<file path="src/rtl/display_arbiter.sv">
// Fixed-priority owner of the 8-digit seven-segment path: grants one requester,
// holds it for a minimum time, and optionally routes its value through the BCD converter.
module display_arbiter #(
    parameter int unsigned NUM_REQ      = 3,
    parameter int unsigned HOLD_CYCLES  = 25000000,
    parameter int unsigned CONV_TIMEOUT = 255
) (
    input  logic                    clock,
    input  logic                    reset_n,
    input  logic [NUM_REQ-1:0]      req,
    input  logic [32*NUM_REQ-1:0]   req_value,
    input  logic [NUM_REQ-1:0]      req_decimal,
    output logic [NUM_REQ-1:0]      grant,
    output logic                    conv_start,
    output logic [31:0]             conv_binary,
    input  logic [31:0]             conv_bcd,
    input  logic                    conv_done,
    output logic [31:0]             disp_value,
    output logic                    disp_valid,
    output logic                    overflow,
    output logic                    conv_error
);

    localparam int unsigned IDX_W  = (NUM_REQ > 1) ? $clog2(NUM_REQ) : 1;
    localparam int unsigned HOLD_W = (HOLD_CYCLES > 0) ? $clog2(HOLD_CYCLES + 1) : 1;
    localparam int unsigned TMO_W  = $clog2(CONV_TIMEOUT + 2);
    localparam logic [31:0] DEC_MAX = 32'd99999999;

    localparam logic [1:0] ST_IDLE    = 2'd0;
    localparam logic [1:0] ST_LOAD    = 2'd1;
    localparam logic [1:0] ST_CONVERT = 2'd2;
    localparam logic [1:0] ST_SHOW    = 2'd3;

    logic [1:0]         state_q, state_d;
    logic [NUM_REQ-1:0] grant_q, grant_d;
    logic [IDX_W-1:0]   own_idx_q, own_idx_d;
    logic [31:0]        lat_value_q, lat_value_d;
    logic               lat_dec_q, lat_dec_d;
    logic               conv_start_q, conv_start_d;
    logic [31:0]        conv_binary_q, conv_binary_d;
    logic [31:0]        disp_value_q, disp_value_d;
    logic               disp_valid_q, disp_valid_d;
    logic               overflow_q, overflow_d;
    logic               conv_error_q, conv_error_d;
    logic [HOLD_W-1:0]  hold_cnt_q, hold_cnt_d;
    logic [TMO_W-1:0]   tmo_cnt_q, tmo_cnt_d;

    logic               any_req;
    logic [IDX_W-1:0]   pick_idx;
    logic [NUM_REQ-1:0] pick_oh;
    logic [31:0]        pick_value;
    logic               pick_dec;
    logic [31:0]        own_value;
    logic               own_dec;
    logic               own_req;
    logic               higher_req;
    logic               hold_done;

    // Lowest set request index wins; also mux out the owner's live inputs.
    always_comb begin
        any_req    = |req;
        pick_idx   = '0;
        pick_oh    = '0;
        pick_value = '0;
        pick_dec   = 1'b0;
        own_value  = '0;
        own_dec    = 1'b0;
        for (int i = NUM_REQ - 1; i >= 0; i--) begin
            if (req[i]) begin
                pick_idx = IDX_W'(i);
            end
        end
        pick_oh[pick_idx] = any_req;
        for (int i = 0; i < NUM_REQ; i++) begin
            if (IDX_W'(i) == pick_idx) begin
                pick_value = req_value[32*i +: 32];
                pick_dec   = req_decimal[i];
            end
            if (IDX_W'(i) == own_idx_q) begin
                own_value = req_value[32*i +: 32];
                own_dec   = req_decimal[i];
            end
        end
        own_req    = |(req & grant_q);
        higher_req = |(req & (grant_q - NUM_REQ'(1)));
        hold_done  = (hold_cnt_q == HOLD_W'(HOLD_CYCLES));
    end

    // Next-state and registered-output logic.
    always_comb begin
        state_d       = state_q;
        grant_d       = grant_q;
        own_idx_d     = own_idx_q;
        lat_value_d   = lat_value_q;
        lat_dec_d     = lat_dec_q;
        conv_start_d  = 1'b0;
        conv_binary_d = conv_binary_q;
        disp_value_d  = disp_value_q;
        disp_valid_d  = disp_valid_q;
        overflow_d    = overflow_q;
        conv_error_d  = conv_error_q;
        hold_cnt_d    = hold_cnt_q;
        tmo_cnt_d     = tmo_cnt_q;

        case (state_q)
            ST_IDLE: begin
                grant_d      = '0;
                disp_valid_d = 1'b0;
                if (any_req) begin
                    grant_d     = pick_oh;
                    own_idx_d   = pick_idx;
                    lat_value_d = pick_value;
                    lat_dec_d   = pick_dec;
                    hold_cnt_d  = '0;
                    state_d     = ST_LOAD;
                end
            end
            ST_LOAD: begin
                overflow_d   = 1'b0;
                conv_error_d = 1'b0;
                if (lat_dec_q && (lat_value_q <= DEC_MAX)) begin
                    conv_binary_d = lat_value_q;
                    conv_start_d  = 1'b1;
                    tmo_cnt_d     = '0;
                    state_d       = ST_CONVERT;
                end else begin
                    overflow_d   = lat_dec_q;
                    disp_value_d = lat_value_q;
                    disp_valid_d = 1'b1;
                    state_d      = ST_SHOW;
                end
            end
            ST_CONVERT: begin
                tmo_cnt_d = tmo_cnt_q + TMO_W'(1);
                if (conv_done) begin
                    disp_value_d = conv_bcd;
                    disp_valid_d = 1'b1;
                    state_d      = ST_SHOW;
                end else if (tmo_cnt_d == TMO_W'(CONV_TIMEOUT)) begin
                    conv_error_d = 1'b1;
                    disp_value_d = lat_value_q;
                    disp_valid_d = 1'b1;
                    state_d      = ST_SHOW;
                end
            end
            ST_SHOW: begin
                if (!hold_done) begin
                    hold_cnt_d = hold_cnt_q + HOLD_W'(1);
                end
                if (hold_done && (higher_req || !own_req)) begin
                    if (any_req) begin
                        grant_d     = pick_oh;
                        own_idx_d   = pick_idx;
                        lat_value_d = pick_value;
                        lat_dec_d   = pick_dec;
                        hold_cnt_d  = '0;
                        state_d     = ST_LOAD;
                    end else begin
                        grant_d      = '0;
                        disp_valid_d = 1'b0;
                        state_d      = ST_IDLE;
                    end
                end else if (own_req && ((own_value != lat_value_q) || (own_dec != lat_dec_q))) begin
                    // Owner updated its value: redisplay without restarting the hold.
                    lat_value_d = own_value;
                    lat_dec_d   = own_dec;
                    state_d     = ST_LOAD;
                end
            end
            default: begin
                state_d = ST_IDLE;
            end
        endcase
    end

    // State and output registers.
    always_ff @(posedge clock or negedge reset_n) begin
        if (!reset_n) begin
            state_q       <= ST_IDLE;
            grant_q       <= '0;
            own_idx_q     <= '0;
            lat_value_q   <= '0;
            lat_dec_q     <= 1'b0;
            conv_start_q  <= 1'b0;
            conv_binary_q <= '0;
            disp_value_q  <= '0;
            disp_valid_q  <= 1'b0;
            overflow_q    <= 1'b0;
            conv_error_q  <= 1'b0;
            hold_cnt_q    <= '0;
            tmo_cnt_q     <= '0;
        end else begin
            state_q       <= state_d;
            grant_q       <= grant_d;
            own_idx_q     <= own_idx_d;
            lat_value_q   <= lat_value_d;
            lat_dec_q     <= lat_dec_d;
            conv_start_q  <= conv_start_d;
            conv_binary_q <= conv_binary_d;
            disp_value_q  <= disp_value_d;
            disp_valid_q  <= disp_valid_d;
            overflow_q    <= overflow_d;
            conv_error_q  <= conv_error_d;
            hold_cnt_q    <= hold_cnt_d;
            tmo_cnt_q     <= tmo_cnt_d;
        end
    end

    assign grant       = grant_q;
    assign conv_start  = conv_start_q;
    assign conv_binary = conv_binary_q;
    assign disp_value  = disp_value_q;
    assign disp_valid  = disp_valid_q;
    assign overflow    = overflow_q;
    assign conv_error  = conv_error_q;

endmodule

</file>
<file path="config.mk">
export PLATFORM = sky130hd
export DESIGN_NAME = display_arbiter
export DESIGN_NICKNAME = d
export VERILOG_FILES = /design/src/rtl/display_arbiter.sv
export SDC_FILE = /design/constraint.sdc
export NUM_CORES = 1
export LEC_CHECK = 0
export BUFFER_PORTS_ARGS = -buffer_cell sky130_fd_sc_hd__buf_4
export CAP_MARGIN = 20
export CORE_ASPECT_RATIO = 0.5
export CORE_MARGIN = 2
export CORE_UTILIZATION = 51
export DETAILED_ROUTE_END_ITERATION = 8
export GPL_ROUTABILITY_DRIVEN = 0
export PLACE_DENSITY = 0.79
export SYNTH_ARGS = -nofsm -noshare
export SYNTH_HDL_FRONTEND = slang
export SYNTH_SLANG_ARGS = --single-unit
export TNS_END_PERCENT = 1
</file>
<file path="constraint.sdc">
create_clock -name clock -period 3.5 [get_ports clock]
set_clock_uncertainty 0.05 [all_clocks]
set_input_delay 0.525 -clock clock [delete_from_list [all_inputs] [get_ports clock]]
set_output_delay 0.525 -clock clock [all_outputs]
set_load 0.01 [all_outputs]
</file>
==> flow_summary.ini <==
[sta]
max_slew.worst_pin.slew_ns = 0.9614
timing_hold_violations_final = 0
tns_ns = 0
timing.slew.headroom_pct = 35.91
final.period_utilization_pct = 98.20
final-max-slew-violation-count = 0
final.min_clock_period_ns = 3.437
achievable-frequency_mhz = 291.0
rsz0062_at_grt = no
final_setup_vio_count = 0

[drt]
first_pass_iters = 7
ant_nets = 0
detailedRoute.firstIterationViolations = 929
wire_per_inst_um = 20.06
routed_via_count_divided_by_cell_count = 6.315
detail_route.wirelength_mm = 29.44
routed-via-count = 9271
dr_drc_count = 0

[clock_network]
cts_max_path_buffers = 2
cts_hold_buf = 0
ctsHtreeMaxLevel = 4
cts_tree = done
clock_latency_reported_for_the_late_side_of_the_worst_skew_pair_ns = 0.43
post_cts.repair.setup_buffers = 0
clock_sink_count = 142
cts_made_buffers = 17
postCtsResizedCells = 0
clk_pin_slew_worst_paths_ns = 0.06
cts.root.buffer_cell = sky130_fd_sc_hd__clkbuf_16

[floorplanning]
top_level_ports = 208
floorplan.die_area_um2 = 19830
initial_core_util_pct = 51.86
row_count = 35
core-area_um2 = 18350
die_y_um = 100.6
die_x_um = 197.2

[setup_path]
cpPeakStageDelay_ns = 0.63
worstPathRequired_ns = 3.73
cp_max_fo = 39
worstPathArrival_ns = 3.67
worstSetupPathType = flip-flop to flip-flop
worst-path-buf-inv = 3
crit_slowest_cell = sky130_fd_sc_hd__or4_1
cpLargestDelayFamily = simple AND/OR/NAND/NOR gates
setup.worst_path.end_class = flip-flop
timing.critical_path.from_type = flip-flop
worstPathCellList = buf_12 > buf_4 > mux2i_1 > o22ai_1 > nor4bb_1 > nand4_1 > or4_1 > a211o_2 > buf_4 > a2bb2oi_1
path_common_cell = sky130_fd_sc_hd__buf_4

[global_routing]
gr-total-overflow = 0
grt_pass1_vias = 8836
initial_antenna_violation_count = 0
pin_count_of_the_biggest_net_entering_global_routing = 100
grt_use_total_pct = 29.96
global_route_wire_length_before_repair_mm = 46.66

[finish]
layout.core_utilization_pct = 65.48
area.growth.synth_to_final_pct = 26.24
proportion_of_layout_cells_with_a_drive_suffix_above_1_pct = 29.07
finish.net_count = 1361
antenna_cells = 0

[power_and_ir_drop]
max-vdd-ir-drop_uv = 588.7
leakage_component_of_the_power_nw = 5.470
pwr_density_nw_per_um2 = 868.0

[synthesis]
synth_seq_cells = 142
post_synth_instance_area_um2 = 9517
ys.flop_type = sky130_fd_sc_hd__dfrtp_1
yosys_warnings = 0
synthCells = 1030
synth_seq_area_share_pct = 37.34
asyncSetResetFlopFracSynth_pct = 100.0
synth.distinct_cells = 67
synth_edf_count = 0
avgSynthCellArea_um2 = 9.239
mapped_nets = 1176

[outcome]
run_status = completed

[placement]
dpl.hpwl_mm = 20.81
io_buffers = 207

[flow_run]
max_cap_viol_count = 0

[hold_path]
worstHoldPathType = input port to async pin
==> final timing paths <==
kind	from	end	slack (ns)	cells after the start
max in group asynchronous	reset_n	conv_binary[21]$_DFFE_PN0N_	2.28	2
min in group clock	conv_bcd[31]	disp_value[31]$_DFFE_PN0P_	0.34	3
max reg2reg	own_idx_q[0]$_DFFE_PN0P_	lat_value_q[0]$_DFFE_PN0P_	0.06	10
max	own_idx_q[0]$_DFFE_PN0P_	lat_value_q[0]$_DFFE_PN0P_	0.06	10
min reg2reg	hold_cnt_q[24]$_DFFE_PN0P_	hold_cnt_q[24]$_DFFE_PN0P_	0.42	1
min	reset_n	disp_value[6]$_DFFE_PN0P_	0.17	1
==> layout by cell type, fill, tap and decap left out, drive strengths merged, types with 33 or more instances in the layout <==
master	count
o21ai	97
mux2i	55
o211ai	40
a2bb2oi	33
nand2	112
nor2	50
dfrtp	142
mux2	43
a21oi	34
buf	239
nor2b	40
o22ai	43
==> report_power, final <==
part / leakage (nW) / total, mW / internal, mW / switching, mW
Clock: 0.317 / 1.96 / 1.25 / 0.713
Combinational: 3.38 / 5.57 / 2.63 / 2.94
Sequential: 1.77 / 2.90 / 2.18 / 0.718
Total: 5.47 / 10.4 / 6.06 / 4.37
==> state kept, by name (all words and copies together) (netlist names), 2 cells and up <==
register / count
conv_binary: 32
disp_value: 32
grant: 3
hold_cnt_q: 25
lat_value_q: 32
own_idx_q: 2
state_q: 2
tmo_cnt_q: 9
==> kinds of logic (layout without fill, tap and decap cells) <==
family | after synthesis | in the layout | synth area share [%]
adder cells (fa/ha/maj) | 9 | 9 | 1.183
AO/OA/AOI/OAI | 325 | 325 | 25.26
XOR/XNOR | 24 | 24 | 2.209
buffers and inverters | 96 | 294 | 4.799
flip-flops | 142 | 142 | 37.34
AND/OR/NAND/NOR | 336 | 336 | 18.34
multiplexers | 98 | 98 | 10.87
==> worst reg2reg max path: stages (launching register included) <==
cell                        delay [ns]
sky130_fd_sc_hd__dfrtp_2          0.53
sky130_fd_sc_hd__buf_12           0.25
sky130_fd_sc_hd__buf_4            0.22
sky130_fd_sc_hd__mux2i_1          0.23
sky130_fd_sc_hd__o22ai_1          0.10
sky130_fd_sc_hd__nor4bb_1         0.37
sky130_fd_sc_hd__nand4_1          0.15
sky130_fd_sc_hd__or4_1            0.63
sky130_fd_sc_hd__a211o_2          0.40
sky130_fd_sc_hd__buf_4            0.23
sky130_fd_sc_hd__a2bb2oi_1        0.15
==> Yosys cell counts, types with 9 or more instances <==
cell | number | share of area (%)
sky130_fd_sc_hd__buf_6 | 11 | 1.3
sky130_fd_sc_hd__ha_1 | 9 | 1.2
sky130_fd_sc_hd__nor2b_1 | 40 | 2.6
sky130_fd_sc_hd__nor3_1 | 20 | 1.1
sky130_fd_sc_hd__buf_2 | 11 | 0.58
sky130_fd_sc_hd__mux2_2 | 43 | 5.1
sky130_fd_sc_hd__a2bb2oi_2 | 30 | 4.7
sky130_fd_sc_hd__nand3_1 | 18 | 0.95
sky130_fd_sc_hd__o211ai_1 | 40 | 3.2
sky130_fd_sc_hd__nand4_1 | 16 | 1.1
sky130_fd_sc_hd__o2bb2ai_1 | 12 | 1.1
sky130_fd_sc_hd__inv_1 | 21 | 0.83
sky130_fd_sc_hd__nand2b_1 | 20 | 1.3
sky130_fd_sc_hd__o21ai_0 | 97 | 5.1
sky130_fd_sc_hd__a221o_1 | 19 | 2.0
sky130_fd_sc_hd__dfrtp_1 | 142 | 37
sky130_fd_sc_hd__o22ai_1 | 43 | 2.8
sky130_fd_sc_hd__clkbuf_1 | 46 | 1.8
sky130_fd_sc_hd__nor2_1 | 50 | 2.0
sky130_fd_sc_hd__a21oi_1 | 34 | 1.8
sky130_fd_sc_hd__and4b_1 | 14 | 1.5
sky130_fd_sc_hd__mux2i_1 | 55 | 5.8
sky130_fd_sc_hd__nand2_1 | 112 | 4.4
sky130_fd_sc_hd__xnor2_1 | 18 | 1.7
sky130_fd_sc_hd__and3_1 | 10 | 0.66
==> per-stage QoR <==
step	instances	hold slack (ns)	setup slack, ns	total power [mW]	area [um2]
4_1_cts	1467	0.2152	0.1374	10.35	12000
6_report	1468	0.1655	0.06308	10.43	12010
3_5_place_dp	1435	0.4147	0.1775	8.350	11370
3_3_place_gp	1435	0.4140	0.2924	8.125	11370
2_1_floorplan	1030	0.1794	0.5525	6.585	9517
5_1_grt	1468	0.2506	0.003650	11.07	12010
==> layout make-up <==
| cell class | instances | area [um2] |
|---|---|---|
| inverter | 23 | 86.33 |
| fill | 1449 | 6335 |
| sequential | 142 | 3558 |
| timing repair buffer | 239 | 1893 |
| clock buffer | 21 | 470.5 |
| clock inverter | 11 | 162.7 |
| multi-input combinational | 792 | 5543 |
| tap | 240 | 300.3 |
==> routing by layer <==
metal | GRT usage [%] | part of all wire, %
met5 | 0 | 0
met1 | 40.19 | 42
met2 | 48.24 | 47
met4 | 10.64 | 3.0
met3 | 6.624 | 8.6
Power figures use the tool's default switching activity.
